$ cat src/rtl/iterative_alu.sv
`default_nettype none
// ============================================================================
// Module   : iterative_alu
// Purpose  : Handshaked W-bit ALU for the 3-bit opcode / 3-bit function set.
//            Shifts run one bit per cycle with a variable amount; a
//            persistent flag register feeds carries, compares, fills and
//            branch evaluation.
// Revision : 1.0  initial release
// ============================================================================
module iterative_alu #(
  parameter int W   = 8,
  parameter int SHW = $clog2(W) + 1
) (
  input  logic           CLK,
  input  logic           reset_n,
  input  logic           in_valid,
  output logic           in_ready,
  input  logic [2:0]     op,
  input  logic [2:0]     fn,
  input  logic [W-1:0]   a,
  input  logic [W-1:0]   b,
  input  logic [SHW-1:0] shamt,
  output logic           out_valid,
  input  logic           out_ready,
  output logic [W-1:0]   result,
  output logic           flag,
  output logic           branch_taken
);

  localparam logic [1:0] c_IDLE  = 2'd0;
  localparam logic [1:0] c_SHIFT = 2'd1;
  localparam logic [1:0] c_DONE  = 2'd2;

  localparam logic [2:0] c_OP_LW    = 3'b000;
  localparam logic [2:0] c_OP_SW    = 3'b001;
  localparam logic [2:0] c_OP_ADD   = 3'b010;
  localparam logic [2:0] c_OP_SUB   = 3'b011;
  localparam logic [2:0] c_OP_CEQ   = 3'b100;
  localparam logic [2:0] c_OP_CLT   = 3'b101;
  localparam logic [2:0] c_OP_SEI   = 3'b110;

  localparam logic [2:0] c_FN_SHL_X = 3'b000;
  localparam logic [2:0] c_FN_SHL_F = 3'b001;
  localparam logic [2:0] c_FN_SHL_O = 3'b010;
  localparam logic [2:0] c_FN_SHR_X = 3'b011;
  localparam logic [2:0] c_FN_SHR_F = 3'b100;
  localparam logic [2:0] c_FN_B0    = 3'b110;
  localparam logic [2:0] c_FN_B1    = 3'b111;

  localparam logic [SHW-1:0] c_W = SHW'(W);

  logic [1:0]     state_q,  state_d;
  logic [SHW-1:0] cnt_q,    cnt_d;
  logic [W-1:0]   work_q,   work_d;
  logic           fill_q,   fill_d;
  logic           left_q,   left_d;
  logic [W-1:0]   result_q, result_d;
  logic           flag_q,   flag_d;
  logic           branch_q, branch_d;
  logic           valid_q,  valid_d;

  logic           w_accept;
  logic [W:0]     w_sum;
  logic [SHW-1:0] w_n;
  logic           w_fill;
  logic [W-1:0]   w_shifted;
  logic           w_out_bit;

  assign in_ready     = (state_q == c_IDLE) || ((state_q == c_DONE) && out_ready);
  assign w_accept     = in_valid && in_ready;
  assign out_valid    = valid_q;
  assign result       = result_q;
  assign flag         = flag_q;
  assign branch_taken = branch_q;

  // Operand-side helpers: adder with carry, clipped shift count, fill bit,
  // and the single-bit step applied to the working register.
  always_comb begin
    w_sum = {1'b0, a} + {1'b0, b};
    w_n   = (shamt >= c_W) ? c_W : shamt;
    case (fn)
      c_FN_SHL_X, c_FN_SHR_X: w_fill = 1'b0;
      c_FN_SHL_F, c_FN_SHR_F: w_fill = flag_q;
      default:                w_fill = 1'b1;
    endcase
    if (left_q) begin
      w_shifted = {work_q[W-2:0], fill_q};
      w_out_bit = work_q[W-1];
    end else begin
      w_shifted = {fill_q, work_q[W-1:1]};
      w_out_bit = work_q[0];
    end
  end

  // Next-state logic: accept/compute, iterate shifts, drain results.
  always_comb begin
    state_d  = state_q;
    cnt_d    = cnt_q;
    work_d   = work_q;
    fill_d   = fill_q;
    left_d   = left_q;
    result_d = result_q;
    flag_d   = flag_q;
    branch_d = branch_q;
    valid_d  = valid_q;

    if (state_q == c_SHIFT) begin
      work_d = w_shifted;
      cnt_d  = cnt_q - 1'b1;
      if (cnt_q == SHW'(1)) begin
        state_d  = c_DONE;
        result_d = w_shifted;
        flag_d   = w_out_bit;
        valid_d  = 1'b1;
      end
    end else if (w_accept) begin
      // A new op replaces any result being handed off this same cycle.
      state_d  = c_DONE;
      valid_d  = 1'b1;
      branch_d = 1'b0;
      case (op)
        c_OP_LW, c_OP_SW: result_d = w_sum[W-1:0];
        c_OP_ADD: begin
          result_d = w_sum[W-1:0];
          flag_d   = w_sum[W];
        end
        c_OP_SUB: begin
          result_d = a - b;
          flag_d   = (a < b);
        end
        c_OP_CEQ: begin
          result_d = {{(W-1){1'b0}}, (a == b)};
          flag_d   = (a == b);
        end
        c_OP_CLT: begin
          result_d = {{(W-1){1'b0}}, ($signed(a) < $signed(b))};
          flag_d   = ($signed(a) < $signed(b));
        end
        c_OP_SEI: result_d = b;
        default: begin
          result_d = a;
          if (fn == c_FN_B0) begin
            branch_d = ~flag_q;
          end else if (fn == c_FN_B1) begin
            branch_d = flag_q;
          end else if (w_n != '0) begin
            // Iterative shift: the result appears only once the count drains.
            state_d = c_SHIFT;
            valid_d = 1'b0;
            cnt_d   = w_n;
            work_d  = a;
            fill_d  = w_fill;
            left_d  = (fn < c_FN_SHR_X);
          end
        end
      endcase
    end else if ((state_q == c_DONE) && out_ready) begin
      state_d = c_IDLE;
      valid_d = 1'b0;
    end
  end

  // State registers with synchronous active-low reset.
  always_ff @(posedge CLK) begin
    if (!reset_n) begin
      state_q  <= c_IDLE;
      cnt_q    <= '0;
      work_q   <= '0;
      fill_q   <= 1'b0;
      left_q   <= 1'b0;
      result_q <= '0;
      flag_q   <= 1'b0;
      branch_q <= 1'b0;
      valid_q  <= 1'b0;
    end else begin
      state_q  <= state_d;
      cnt_q    <= cnt_d;
      work_q   <= work_d;
      fill_q   <= fill_d;
      left_q   <= left_d;
      result_q <= result_d;
      flag_q   <= flag_d;
      branch_q <= branch_d;
      valid_q  <= valid_d;
    end
  end

endmodule
`default_nettype wire

$ cat config.mk
export PLATFORM = sky130hd
export DESIGN_NAME = iterative_alu
export DESIGN_NICKNAME = d
export VERILOG_FILES = /design/src/rtl/iterative_alu.sv
export SDC_FILE = /design/constraint.sdc
export NUM_CORES = 1
export LEC_CHECK = 0
export CORE_MARGIN = 5
export CORE_UTILIZATION = 40
export CTS_CLUSTER_DIAMETER = 40
export DETAILED_ROUTE_END_ITERATION = 16
export PLACE_DENSITY = 0.68
export RECOVER_POWER = 100
export SLEW_MARGIN = 15
export SYNTH_ARGS = -nofsm -noshare
export SYNTH_HDL_FRONTEND = slang
export SYNTH_SLANG_ARGS = --single-unit
$ cat constraint.sdc
create_clock -name CLK -period 2.6 [get_ports CLK]
set_input_delay 0.39 -clock CLK [delete_from_list [all_inputs] [get_ports CLK]]
set_output_delay 0.39 -clock CLK [all_outputs]
set_load 0.05 [all_outputs]
=== Yosys cells after proc, flatten, opt, wreduce, memory -nomap -nowiden ===
Index checks and enable logic that the tools add are counted.

* Logic and storage cells: 104
* Register bits after elaboration: 27
* Input bits: 30
* Output and inout port bits: 12

* Reductions and logical operators: 21
* Equal/unequal tests: 19
* Magnitude comparators: 4
* Add/sub/neg operators: 3
* Bitwise operators: 5
* Multiplexer cells: 43

{| class="wikitable"
|+ Operators with widths
! operator !! count
|-
| $mux W8 || 10
|-
| $pmux W8 S5 || 1
|-
| $mux W4 || 7
|-
| $eq A3 B3 Y1 const B || 6
|-
| $lt A8 B8 Y1 || 2
|-
| $mux W2 || 8
|-
| $mux W1 || 15
|-
| $add A8 B8 Y9 || 1
|-
| $eq A3 B2 Y1 const B || 3
|-
| $eq A8 B8 Y1 || 1
|-
| $sub A8 B8 Y8 || 1
|-
| $reduce_or A7 Y1 || 1
|-
| $eq A3 B1 Y1 const B || 2
|-
| $logic_not A3 Y1 || 2
|-
| $reduce_and A2 Y1 || 3
|-
| $reduce_and A6 Y1 || 1
|-
| $not A1 Y1 || 5
|-
| $reduce_and A5 Y1 || 1
|-
| $reduce_bool A5 Y1 || 1
|-
| $eq A4 B1 Y1 const B || 1
|-
| $ge A4 B4 Y1 const B || 1
|-
| $ne A2 B1 Y1 const B || 2
|-
| $ne A2 B2 Y1 const B || 2
|-
| $pmux W1 S4 || 1
|-
| other kinds (14) || 17
|}

=== Logic depth before layout (Yosys ltp) ===
Gate-level depths: netlist of the first run.

* Depth in word-level cells: 9
* Gate-level depth with buffers: 10
* Depth with buffers taken out: 10

=== Worst setup path before layout of the first run ===
No wires, ideal clock.

* Path kind: input to register
* From: input b[2]
* To: register result_q[7] (netlist: result[7])
* Arrival time: 1947 ps
* Setup slack: 531 ps
* Data required time: 2478 ps
* Stages on the path: 9
* Library setup time: 122 ps
* Cells stage by stage: inv_1 ha_1 buf_2 nor2b_1 a2111oi_2 o221ai_1 xnor2_1 a211oi_1 o31ai_1

* Word-level cells in the longest chain between the ends: 4

{| class="wikitable"
|+ Ends and longest elaborated chain
! item !! line !! source
|-
| start, declared || 21 || <nowiki>input logic [W-1:0] b,</nowiki>
|-
| $sub A8 B8 Y8 / $add A8 B8 Y9 (equally long branches) || 128, 79 ||
|-
| $pmux W8 S5 (*) || 121 || <nowiki>case (op)</nowiki>
|-
| $mux W8 (*) || 116 || <nowiki>end else if (w_accept) begin</nowiki>
|-
| $mux W8 (*) || 107 || <nowiki>if (state_q == c_SHIFT) begin</nowiki>
|-
| end signal, assigned || 181 || <nowiki>result_q <= result_d;</nowiki>
|-
| end, declared || 57 || <nowiki>logic [W-1:0] result_q, result_d;</nowiki>
|}

Mark *: on every way between the ends. The rest lies on a longest branch, timed or not. The select of a mux whose other input is x is not followed.
A chain may end at the register's enable or synchronous reset.

=== Worst setup path after layout of the first run ===
* From: input a[0]
* To: register flag_q (netlist: flag)

* Word-level cells in the longest chain between the ends: 4

{| class="wikitable"
|+ Ends and longest elaborated chain
! item !! line !! source
|-
| start, declared || 20 || <nowiki>input logic [W-1:0] a,</nowiki>
|-
| $add A8 B8 Y9, or another cell as far along || 79 || <nowiki>w_sum = {1'b0, a} + {1'b0, b};</nowiki>
|-
| $pmux W1 S4 (*) || 121 ||
|-
| $mux W1 (*) || 116 ||
|-
| $mux W1 (*) || 107 ||
|-
| end signal, assigned || 182 || <nowiki>flag_q <= flag_d;</nowiki>
|-
| end, declared || 58 || <nowiki>logic flag_q, flag_d;</nowiki>
|}

Marks and branches as above.

==> metrics.txt, run 1 <==
nets@finish 419; critical path required time 2.78 ns; RSZ-0062 raised after global routing no; final core utilization 52.3%; maximum buffer depth of the clock tree 2; Synth Area in Simple Gates 21.1%; global-route wire length before repair 11300 um; H-tree Lvls 1; Ys Warns 0; Max-slew headroom 59.9%; Post-synth top flop dfxtp_1; Crit. End Element register; routed via count 2504; ys async rst share 0%; share of cells above drive strength 1 11.1%; Site Rows 28; leakage 1.23 nW; core area 5890 um2; Die ar. 7690 um2; WL/cell 16.1 um; FILL cells 590; total CTS buffers 3; fmax 0.409 GHz; measured slew at the worst slew-check pin 0.604 ns; DR iter-0 viols 175; adder-cell share of the synthesized area 11.0%; die extent in x 87.7 um; CTS tree done; die height 87.7 um; Final Critical Period 2.45 ns; Final Setup Violations 0; GRT Total Usage 18.4%; vias in the first global route 2393; critical path arrival 2.63 ns; critical path peak fanout 3; ant diodes 0; compound-gate portion of the synthesized area 27.4%; Distinct cells, synth 58; Syn Area/Cell 7.72 um2; clk_skew 0.00443 ns; # DRC 0; post-DP HPWL 5560 um; port bufs 41; Synthesized Nets 363; largest cells by area after synthesis dfxtp_1, ha_1, mux2i_1; Final Max Slew Viols 0; Final Cycle Share 94.2%; register area share after synthesis 22.4%; type of origin of the critical path input pin; post-synthesis mux area share 7.62%; power per cell area 390 nW/um2; synthesized area 2410 um2; Post-CTS Hold Buffers 0; vias per cell 5.65; post-synthesis register bit count 27; Worst-Skew Late Latency 0.28 ns; I/O pins 42; initial antenna violation count 0; WHS 0.490 ns; Root Driver clkbuf_8; P&R area growth vs syn 27.6%; most frequent cells in the layout nor2_1, buf_4, clkdlybuf4s50_1, dfxtp_1, a21oi_1; Worst Hold Class reg2reg; Initial Util 41.0%; Reg clk slew, reported paths 0.10 ns; Max Cap Viol 0; EDFF count, synth 0; most area-hungry cell type in the Yosys netlist dfxtp_1; post-CTS setup buffer count 0; largest family of logic cells by synthesized area compound AO/OA/AOI/OAI gates; Peak VDD IR 0.296 mV; largest net degree at the start of global routing 27; outcome completed; Mapped Cells 313; Final GP Congestion 0.869; XOR/XNOR Fraction of Synth Area 3.26%; DRT antenna net count 0; total congestion overflow 0; clk sink count 27; critical path class in2reg; Hold Violations, Final 0; drt first pass iters 4; share of the synthesized area in the top cell type 22.4%; most common cell after layout, fill and taps aside nor2_1; routed wire length 7110 um
## cell usage after synthesis (3+ instances only)
library cell,instances
dfxtp_1,27
xnor2_1,4
clkbuf_1,10
o31a_1,3
nor2b_1,13
ha_1,18
mux2_2,3
buf_2,7
o21a_1,8
nand2_1,20
o211ai_1,3
a21boi_0,4
xor2_1,5
mux2i_1,15
nand4_1,4
a221oi_1,6
a21oi_1,25
nor2_1,32
a31oi_1,5
nand2b_1,5
o22ai_1,3
inv_1,19
nor3_1,4
o21ai_0,19
nand3_1,10
## where the power goes
group | internal [W] | switching [W] | total, W
sequential | 0.000438 | 0.0000185 | 0.000456
clock | 0.000109 | 0.000151 | 0.000260
combinational | 0.000215 | 0.000269 | 0.000484
## what timing repair did
item,CTS,global route
hold endpoints to repair,0,0
setup endpoints to repair,0,1
resized for setup,0,1
## final cells by class
type / instances / area [um2] / share of cell area [%]
clock buffers: 3 / 41.3 / 1.34
clock inverters: 1 / 7.51 / 0.244
inverters: 21 / 78.8 / 2.56
multi-input cells: 245 / 1690 / 55.0
flip-flops and latches: 27 / 541 / 17.5
well taps: 75 / 93.8 / 3.05
repair buffers: 71 / 626 / 20.3
## sequential cells by signal, summed over array words and instances (netlist names)
signal,flops
left_q,1
branch_taken,1
state_q,2
fill_q,1
cnt_q,4
out_valid,1
flag,1
result,8
work_q,8
## stage by stage
stage	setup WS (ns)	TNS [ns]	instances	area, um2	power (W)
CTS	0.0996	0	443	3100	0.00122
global route	0.0290	0	443	3080	0.00127
global placement	-0.162	-0.296	439	3050	0.000951
finish	0.152	0	443	3080	0.00120
detailed placement	-0.188	-0.447	439	3050	0.000955
floorplan	0.531	0	313	2410	0.000759
## worst paths after layout
check	from	end	slack (ns)	depth (start not counted)
worst min-delay path	out_valid	out_valid	0.49	2
worst max-delay path	a[0]	flag	0.15	9
worst min register to register	out_valid	out_valid	0.49	2
worst max register to register	state_q[1]	result[3]	0.57	6
## layer usage
metal	wire (um)	track usage (%)	part of all wire [%]	vias to the layer above
li1	-	-	-	1233
met1	3340	26.1	47	1181
met2	3160	29.1	44	80
met3	477	1.98	6.7	10
met4	131	5.58	1.8	0
met5	0	0	0	-
## logic make-up after synthesis
family / after synthesis
XOR/XNOR: 9
AO/OA/AOI/OAI: 97
buffers and inverters: 41
flip-flops: 27
AND/OR/NAND/NOR: 101
adder cells (fa/ha/maj): 20
multiplexers: 18
## worst max-delay path, stage by stage
cell	delay, ns
clkdlybuf4s50_1	0.47
ha_1	0.26
fa_1	0.41
nor2b_1	0.16
o21bai_2	0.15
a221oi_1	0.15
o21ai_0	0.23
a31oi_1	0.12
o311a_1	0.29
Note: power is estimated with default switching activity, not from simulation.
==> inputs of run 2 (changes only) <==
- clock period: 2.6 -> 2.7 ns (I/O delays scaled with it)
==> run 2 against run 1 <==
  * Hold slack worse by 0.0061 ns
  * Setup slack improved by 0.054 ns
  * Largest power group unchanged
  * Non-clock buffer count is 13 lower
  * Highest routed layer unchanged
  * First-iteration DRC count rose by 6.9%
  * Power down 6.0%
  * Critical path type unchanged
  * Clock power decreased by 5%
  * Combinational power down 8.3%
  * Cell count down 2.9%
==> metrics.txt, run 2 (same netlist as run 1, synthesis figures left out) <==
outcome completed; footprint of the multi-input gates 1680 um2; fmax 0.401 GHz; Combinational Power Share 39.4%; die height 87.7 um; pre-CTS WS -0.0762 ns; critical path class in2reg; Final Critical Period 2.49 ns; WL/cell 16.4 um; Setup TNS Final 0 ns; maximum buffer depth of the clock tree 2; Site Rows 28; initial antenna violation count 0; most frequent cells in the layout nor2_1, dfxtp_1, clkdlybuf4s50_1, a21oi_1, nand2_1; H-tree Lvls 1; register area 541 um2; measured slew at the worst slew-check pin 0.622 ns; critical path arrival 2.68 ns; type of origin of the critical path input pin; Die ar. 7690 um2; Post-Layout Inst Area 2970 um2; Reg clk slew, reported paths 0.11 ns; total congestion overflow 0; Post-CTS Hold Buffers 0; GRT Total Usage 18.1%; die extent in x 87.7 um; internal power 0.000715 W; WHS 0.484 ns; RSZ-0062 raised after global routing no; DR iter-0 viols 187; Final Cycle Share 92.4%; share of cells above drive strength 1 7.04%; Peak VDD IR 0.245 mV; CTS tree done; post-CTS setup buffer count 0; port bufs 41; most common cell after layout, fill and taps aside nor2_1; Crit. End Element register; Worst-Skew Late Latency 0.28 ns; vias per cell 5.60; post-cts sizing count 0; P&R area growth vs syn 22.8%; Final Max Slew Viols 0; Final Setup Violations 0; leakage 1.17 nW; Initial Util 41.0%; global-route wire length before repair 11000 um; # DRC 0; clk_skew 0.0102 ns; Hold Violations, Final 0; R2R Setup Slk 0.46 ns; largest net degree at the start of global routing 27; setup ws final 0.206 ns; nets@finish 406; critical path's slowest cell clkdlybuf4s50_1; clk sink count 27; worst path cell trace clkdlybuf4s50_1, ha_1, fa_1, nor2b_1, o21bai_1, a221oi_1, o21ai_0, a31oi_1, o311a_1; critical path required time 2.88 ns; routed wire length 7070 um; Reg power frac 38.8%; Worst Hold Class reg2reg; drt first pass iters 5; switching share of power 36.6%; power per cell area 381 nW/um2; CP peak stage delay 0.46 ns; I/O pins 42; post-DP HPWL 5410 um; total CTS buffers 3; FILL cells 599; routed via count 2406; DRT antenna net count 0; Clk pwr share 21.8%; Max-slew headroom 58.5%; Final GP Congestion 0.934; Max Cap Viol 0; delay-heaviest family, CP compound AO/OA/AOI/OAI gates; placed cell area 2960 um2; critical path peak fanout 3; ant diodes 0; core area 5890 um2; Psw 0.000413 W; CP Buf/Inv Count 1; vias in the first global route 2250; Root Driver clkbuf_8
run 2: changes by cell type in the layout (fill, tap and decap cells not counted):
cell / previous run / this run
clkbuf_2: 0 / 1
nand3_1: 10 / 11
nor4b_1: 0 / 1
buf_4: 29 / 15
clkdlybuf4s50_1: 28 / 27
dlygate4sd3_1: 12 / 13
o21bai_1: 0 / 1
o21bai_2: 1 / 0
nor4b_2: 1 / 0
nand3_2: 1 / 0
run 2: worst reg2reg max path, stage by stage (launching register included):
cell	delay, ns
dfxtp_1	0.36
and2b_1	0.43
nand3_1	0.23
nand2_1	0.34
clkbuf_1	0.31
o221ai_1	0.19
a31oi_1	0.18
a21oi_1	0.08
run 2: path summary, 6_finish.rpt:
path | start | endpoint | cells after the start
max | a[0] | flag | 9
min | out_valid | out_valid | 2
max reg2reg | state_q[1] | result[5] | 7
min reg2reg | out_valid | out_valid | 2
run 2: per-layer routing:
metal  global-route usage [%]  share of wire, %  vias to the layer above
met5                        0                 0                        -
met4                     2.93              0.65                        0
met3                     2.35               5.1                        4
met2                     30.0                45                       69
met1                     25.6                50                     1124
li1                         -                 -                     1209
run 2: layout make-up:
| type | instances | share of cell area (%) |
|---|---|---|
| clock buffer | 3 | 1.39 |
| clock inverter | 1 | 0.253 |
| inverter | 21 | 2.66 |
| multi-input combinational | 245 | 56.6 |
| sequential | 27 | 18.2 |
| tap | 75 | 3.16 |
| timing repair buffer | 58 | 17.7 |
run 2: power groups by stage:
| stage | clock network [W] | logic [W] | registers [W] |
|---|---|---|---|
| floorplan | 0 | 0.000236 | 0.000494 |
| global placement | 0 | 0.000448 | 0.000448 |
| detailed placement | 0 | 0.000451 | 0.000447 |
| CTS | 0.000251 | 0.000454 | 0.000438 |
| global route | 0.000274 | 0.000478 | 0.000441 |
| finish | 0.000246 | 0.000444 | 0.000438 |
run 2: metrics by stage:
stage          total power (W)  util (%)  std cells
2_1_floorplan         0.000731         -        313
3_3_place_gp          0.000896      50.2        426
3_5_place_dp          0.000899      50.2        426
4_1_cts                0.00114      51.0        430
5_1_grt                0.00119      50.4        430
6_report               0.00113      50.4        430
==> inputs of run 3 (changes only) <==
- CORE_ASPECT_RATIO: not set -> 1.2
- HOLD_SLACK_MARGIN: not set -> 0.02
==> run 3 against run 2 <==
  * Die area hardly changed
  * Via count increased by 0.17%
  * Routed wire length fell by 6.5%
  * Maximum frequency down 3.5%
  * Setup slack worse by 0.092 ns
  * Power down 1.5%
  * Cell count increased by 1.6%
  * Non-clock buffer count stayed put
  * Combinational power down 3%
  * Sequential power about the same
  * Hold slack worse by 0.0030 ns
  * Core utilization shrank 0.74 points
  * Critical endpoint is now result[7]
  * Largest power group is now sequential cells
==> metrics.txt, run 3 (same netlist as run 1, synthesis figures left out) <==
critical path required time 2.88 ns; I/O pins 42; core area 5970 um2; total congestion overflow 0; GRT Total Usage 17.2%; drt first pass iters 4; Max-slew headroom 59.1%; post-DP HPWL 5200 um; most frequent cells in the layout nor2_1, dfxtp_1, clkdlybuf4s50_1, a21oi_1, nand2_1; critical path arrival 2.76 ns; routed wire length 6610 um; total CTS buffers 3; Post-Layout Inst Area 2970 um2; total power 0.00111 W; largest net degree at the start of global routing 27; Initial Util 40.4%; Final GP Congestion 0.843; DRT antenna net count 0; vias per cell 5.51; port bufs 41; maximum buffer depth of the clock tree 2; vias in the first global route 2202; initial antenna violation count 0; DR iter-0 viols 193; type of origin of the critical path input pin; Reg clk slew, reported paths 0.10 ns; Site Rows 31; routed via count 2410; share of cells above drive strength 1 6.48%; Final Max Slew Viols 0; Final Cycle Share 95.8%; P&R area growth vs syn 22.8%; Peak VDD IR 0.193 mV; clk_skew 0.0110 ns; die extent in x 80.9 um; placed cell area 2960 um2; measured slew at the worst slew-check pin 0.614 ns; M1 GR Usage 21.8%; WHS 0.481 ns; GRT met3 Usage 1.32%; Top Usage Layer GRT met2; Worst Hold Class reg2reg; RSZ-0062 raised after global routing no; most common cell after layout, fill and taps aside nor2_1; Hold Violations, Final 0; power per cell area 375 nW/um2; die height 95.1 um; WL/cell 15.1 um; critical path class in2reg; fmax 0.387 GHz; critical path peak fanout 4; ant diodes 0; met2 Resource Use GR 31.0%; nets@finish 406; CTS tree done; leakage 1.16 nW; Worst-Skew Late Latency 0.28 ns; Max Cap Viol 0; Root Driver clkbuf_8; H-tree Lvls 1; clk sink count 27; Crit. End Element register; Die ar. 7700 um2; Final Setup Violations 0; outcome completed; # DRC 0; Final Critical Period 2.59 ns; global-route wire length before repair 10500 um
==> run 3: cell count changes in the layout (fill, tap and decap cells not counted), sizes merged <==
cell    before  now
buf         15   11
clkbuf       6   10
==> run 3: per-layer routing <==
metal	up-vias	wire length [um]
met5	-	0
met4	0	92
met3	7	213
met2	65	3330
met1	1124	2980
li1	1214	-
==> run 3: report_power, final <==
part	internal, W	leakage (nW)	switching [W]
Combinational	0.000183	0.916	0.000249
Sequential	0.000421	0.220	0.0000177
Clock	0.000105	0.0217	0.000135
==> run 3: area by class of cell <==
type                       instances  area, um2
sequential                        27        541
multi-input combinational        245       1680
clock buffer                       3       41.3
fill                             602       3010
timing repair buffer              58        512
clock inverter                     1       7.51
tap                               82        103
inverter                          21       78.8
==> run 3: path summary, 6_finish.rpt <==
path / start / depth (start not counted) / to / slack, ns
worst max-delay path: a[1] / 8 / result[7] / 0.11
worst min-delay path: out_valid / 2 / out_valid / 0.48
worst max register to register: state_q[1] / 5 / work_q[0] / 0.53
worst min register to register: out_valid / 2 / out_valid / 0.48
==> run 3: stage by stage <==
step                utilization, %  setup TNS (ns)  setup slack (ns)  std cells
detailed placement            49.6          -0.188           -0.0726        433
CTS                           50.4               0             0.230        437
floorplan                        -               0             0.616        313
global route                  49.6               0            0.0473        437
global placement              49.6         -0.0597           -0.0368        433
finish                        49.6               0             0.114        437
==> run 3: what timing repair did <==
action | in CTS | in global routing
resized for setup | 0 | 1
buffers inserted | 0 | 0
hold buffers | 0 | 0
setup endpoints to repair | 0 | 1
==> run 3: worst max-delay path, cell delays in order <==
cell and delay [ns]:
dlygate4sd3_1 0.63, ha_1 0.35, nand2b_1 0.18, a2111oi_2 0.45, o221ai_1 0.23, xnor2_1 0.17, a211oi_1 0.26, o31ai_1 0.09
==> patch 1 (config.mk and constraints of run 2) <==
`W`: 8 -> 16.
--- a/src/rtl/iterative_alu.sv
+++ b/src/rtl/iterative_alu.sv
@@ -9,5 +9,5 @@
 // ============================================================================
 module iterative_alu #(
-  parameter int W   = 8,
+  parameter int W   = 16,
   parameter int SHW = $clog2(W) + 1
 ) (
Ports: changed (resized a, b, result and shamt); port bits go from 42 to 67. The function was not compared with the original's and may differ.
==> patch 1 against run 2 <==
- setup slack worse by 0.14 ns
- non-clock buffer count is 129 higher
- clock power is 120% higher
- sequential cell count is 17 higher
- final cell count is 110% higher
- routed wire length is 130% higher
- design area is 110% higher
- clock skew is 0.0035 ns lower
- area after synthesis is 82% higher
- synthesized cell count is 94% higher
- power is 110% higher
- critical path type unchanged
==> patch 1: results (changes against run 2) <==
** Worst hold path
- The critical hold path startpoint is result[1]$_SDFFE_PN0P_ (was out_valid$_SDFFE_PN0P_).

** STA
- The worst slew margin relative to its limit came to 57.39% (was 58.55%).

** Route
- Met1 WL :: 7.026 mm (was 3.501 mm)
- The routed length on met3 came to 1.107 mm (was 362 µm).
- WL met2 :: 7.732 mm (was 3.161 mm)
- Average wire per standard cell :: 18.16 µm (was 16.44 µm)
- The total vias in the final route is 5176 (was 2406).

** Global route
- The global routing usage on met1 was 32.61% (was 25.57%).
- The met2 usage in global routing was 40.51% (was 30.00%).
- Global-route usage over all layers :: 24.47% (was 18.13%)
- Largest net degree at the start of global routing :: 26 (was 27)
- The number of global-route vias before repair came to 4948 (was 2250).
- The met3 usage came to 3.330% (was 2.352%).

** Final layout
- The number of fill cells came to 1036 (was 599).
- The final cell count without fillers was 906 (was 430).
- The area growth from synthesis to layout was 42.12% (was 22.80%).

** Synth
- The share of the synthesized area in compound gates (AO/OA/AOI/OAI) came to 27.57% (was 27.41%).
- Largest cells by area after synthesis: sky130_fd_sc_hd__dfxtp_1, sky130_fd_sc_hd__ha_1, sky130_fd_sc_hd__mux2i_1 (unchanged).
- Share of synthesized area spent on multiplexers :: 8.676% (was 7.617%)
- The count of different cell masters after synthesis came to 64 (was 58).
- Average cell area after synthesis :: 7.235 µm² (was 7.715 µm²)

** Critical path
- Data arrival time at the worst-slack endpoint :: 2.88 ns (was 2.68 ns)
- Capture instance of the worst register-to-register path :: work_q[15]$_SDFFE_PN0P_ (was result[5]$_SDFFE_PN0P_)

** Place
- The worst setup slack before clock tree synthesis was -0.4778 ns (was -0.07619 ns).
- The post-place instance area was 5971 µm² (was 2955 µm²).
- Number of port buffers :: 66 (was 41)
- The number of placed cells counting well taps was 896 (was 426).

** Pwr
- Net Sw Frac :: 37.95% (was 36.60%)
- Pwr Total :: 2.339 mW (was 1.128 mW)
- Power dissipated in sequential cells :: 723 µW (was 438 µW)

** Run status
- Status: completed (unchanged).

** Clocking
- Post-CTS repair timing setup buffer count :: 1 (was 0)
- Maximum level of the CTS H-tree :: 2 (was 1)
-- patch 1: changes by cell type after synthesis, sizes merged, moves of 14 or more --
cell	change
clkbuf	+15
mux2i	+14
a21oi	+19
nand2	+52
nor3	+16
dfxtp	+17
nor2	+30
o21ai	+17
ha	+16
inv	+18
-- patch 1: worst max-delay path by stage --
stage,to,startpoint,slack [ns]
3_3_place_gp,result[11]$_SDFFE_PN0P_,a[1],-0.34
3_5_place_dp,result[11]$_SDFFE_PN0P_,a[1],-0.48
4_1_cts,result[11]$_SDFFE_PN0P_,b[1],0.0008
2_1_floorplan,work_q[7]$_SDFFE_PN0P_,out_ready,0.31
5_1_grt,result[11]$_SDFFE_PN0P_,b[1],-0.03
6_report,result[11]$_SDFFE_PN0P_,b[1],0.06
-- patch 1: layout make-up --
type / instances / area share, %
repair buffers: 187 / 24.98
multi-input cells: 488 / 53.88
flip-flops and latches: 44 / 14.14
inverters: 39 / 2.349
clock buffers: 5 / 1.104
clock inverters: 3 / 0.7430
well taps: 140 / 2.811
==> patch 2 (config.mk and constraints of run 2) <==
Made on the original files. Make the reset (`reset_n`) asynchronous in one clocked block. Comments in the files are not updated.
--- a/src/rtl/iterative_alu.sv
+++ b/src/rtl/iterative_alu.sv
@@ -162,5 +162,5 @@
 
   // State registers with synchronous active-low reset.
-  always_ff @(posedge CLK) begin
+  always_ff @(posedge CLK or negedge reset_n) begin
     if (!reset_n) begin
       state_q  <= c_IDLE;
Behaviour: differs if reset_n is asserted again (counterexample within 4 cycles, from zero or initial values and one cycle with reset_n low); with reset_n held inactive, the same outputs for 10 cycles.
==> patch 2 against run 2 <==
- critical path depth decreased by 3
- area after synthesis is 2.4% higher
- setup slack got worse by 0.085 ns
- sequential cell count did not move
- routed wire length up 2.3%
- die area increased by 2.2%
- design area increased by 3.8%
- sequential share of layout area increased by 3.7 points
- highest routed layer unchanged
Power is not compared: it rests on default switching activity, and its combinational part moved more than twofold at a synthesized area within 25%.
==> patch 2: results (changes against run 2) <==
** Critical path
- Highest net fanout along the worst path :: 19 (was 3)
- The critical path startpoint category was a flip-flop (was primary input).
- The worst flop-to-flop path endpoint is result[6]$_DFFE_PN0P_ (was result[5]$_SDFFE_PN0P_).
- Startpoint of the lowest-slack register-to-register path :: state_q[1]$_DFFE_PN0P_ (was state_q[1]$_SDFFE_PN0P_)
- R2r worst-path depth :: 6 (was 7)
- Data arrival time at the worst-slack endpoint :: 2.78 ns (was 2.68 ns)

** STA
- Max Clock Skew :: 0.006495 ns (was 0.01019 ns)

** Final layout
- Non-clock buffering overhead :: 18.37% (was 17.72%)
- NumNets Final :: 405 (was 406)
- Total area of sequential cells :: 675.6 µm² (was 540.5 µm²)
- Number of filler cells placed in the layout :: 609 (was 599)
- The sequential cell count is 27 (unchanged).
- The fraction of layout instances using a drive strength above 1 came to 9.605% (was 7.042%).
- Buffers outside the clock class :: 64 (was 58)
- Count of inverters not on the clock network in the layout :: 20 (was 21)

** Clocking
- Worst-Skew Late Latency :: 0.27 ns

** Place
- The number of placed cells counting well taps came to 425 (was 426).
- HPWL after DPL :: 5.635 mm (was 5.406 mm)
- Placer's final routability congestion estimate :: 0.9307 (was 0.9342)

** Global route
- The global routing usage summed across all routing layers came to 19.23% (was 18.13%).
- Largest net degree at the start of global routing :: 28 (was 27)

** Route
- The detailed-route wire length per cell came to 16.87 µm (was 16.44 µm).
- Detailed-route wire length :: 7.236 mm (was 7.071 mm)
- Via count :: 2446 (was 2406)

** Synth
- Dominant register cell in the synthesized netlist :: sky130_fd_sc_hd__dfrtp_1 (was sky130_fd_sc_hd__dfxtp_1)
- Synth cell count leaders :: sky130_fd_sc_hd__nand2_1, sky130_fd_sc_hd__dfrtp_1, sky130_fd_sc_hd__nor2_1, sky130_fd_sc_hd__a21oi_1, sky130_fd_sc_hd__o21ai_0 (was sky130_fd_sc_hd__nor2_1, sky130_fd_sc_hd__dfxtp_1, sky130_fd_sc_hd__a21oi_1, sky130_fd_sc_hd__nand2_1)
- Sequential area share after synthesis :: 27.31% (was 22.38%)
- The number of standard cells after synthesis came to 302 (was 313).
- The proportion of register bits with asynchronous set or reset after synthesis came to 100.0% (was 0%).
- Post-Syn Nets :: 352 (was 363)
- Number of distinct library cells after synthesis :: 62 (was 58)

** Run status
- Status: completed (unchanged).
-- patch 2: per-layer routing --
metal / wire, µm / GRT usage [%] / vias up
met2: 3450 / 32.59 / 80
met1: 3275 / 27.02 / 1158
met3: 459 / 2.142 / 4
met5: 0 / 0 / -
met4: 50 / 2.473 / 0
li1: - / - / 1204
-- patch 2: worst min path at each step --
stage | depth (start not counted) | end | from | slack [ns]
finish | 1 | branch_taken$_DFFE_PN0P_ | branch_taken$_DFFE_PN0P_ | 0.51
global route | 1 | branch_taken$_DFFE_PN0P_ | branch_taken$_DFFE_PN0P_ | 0.54
CTS | 2 | cnt_q[0]$_DFFE_PN0P_ | reset_n | 0.52
detailed placement | 1 | branch_taken$_DFFE_PN0P_ | branch_taken$_DFFE_PN0P_ | 0.50
global placement | 2 | result[1]$_DFFE_PN0P_ | result[1]$_DFFE_PN0P_ | 0.47
floorplan | 0 | branch_taken$_DFFE_PN0P_ | reset_n | 0.11
-- patch 2: worst max-delay path, stage by stage (launching register included) --
cell,delay (ns)
sky130_fd_sc_hd__dfrtp_1,0.43
sky130_fd_sc_hd__nand2b_1,0.48
sky130_fd_sc_hd__or4b_1,0.84
sky130_fd_sc_hd__and2_2,0.37
sky130_fd_sc_hd__nor3_1,0.26
sky130_fd_sc_hd__a21oi_2,0.06
sky130_fd_sc_hd__o211ai_2,0.06
-- patch 2: through the flow --
step	util (%)	setup WS, ns	area, µm²	power [mW]	TNS [ns]
after global routing	51.68	0.003701	3078	2.362	0
after floorplan	-	0.4652	2474	1.619	0
final	51.68	0.1215	3078	2.211	0
after CTS	52.27	0.1868	3113	2.273	0
after detailed placement	51.45	-0.1084	3064	2.036	-0.2347
after global placement	51.45	-0.01743	3064	2.009	-0.01743
-- patch 2: cell families (layout without fill, tap and decap cells) --
group | count (synthesis) | in the layout | synth area share, %
AOI/OAI and AO/OA | 99 | 99 | 27.11
adders and majority gates | 20 | 20 | 10.72
and+or+nand+nor | 95 | 95 | 18.77
buffers and inverters | 36 | 88 | 6.423
muxes | 12 | 12 | 5.058
DFF | 27 | 27 | 27.31
xor gates and xnor gates | 13 | 13 | 4.603
-- patch 2: power by group through the flow --
| stage | registers, mW | logic, mW | clock network, mW |
|---|---|---|---|
| CTS | 0.751 | 1.28 | 0.240 |
| global route | 0.764 | 1.34 | 0.254 |
| finish | 0.747 | 1.23 | 0.236 |
| global placement | 0.752 | 1.26 | 0 |
| floorplan | 0.946 | 0.673 | 0 |
| detailed placement | 0.757 | 1.28 | 0 |
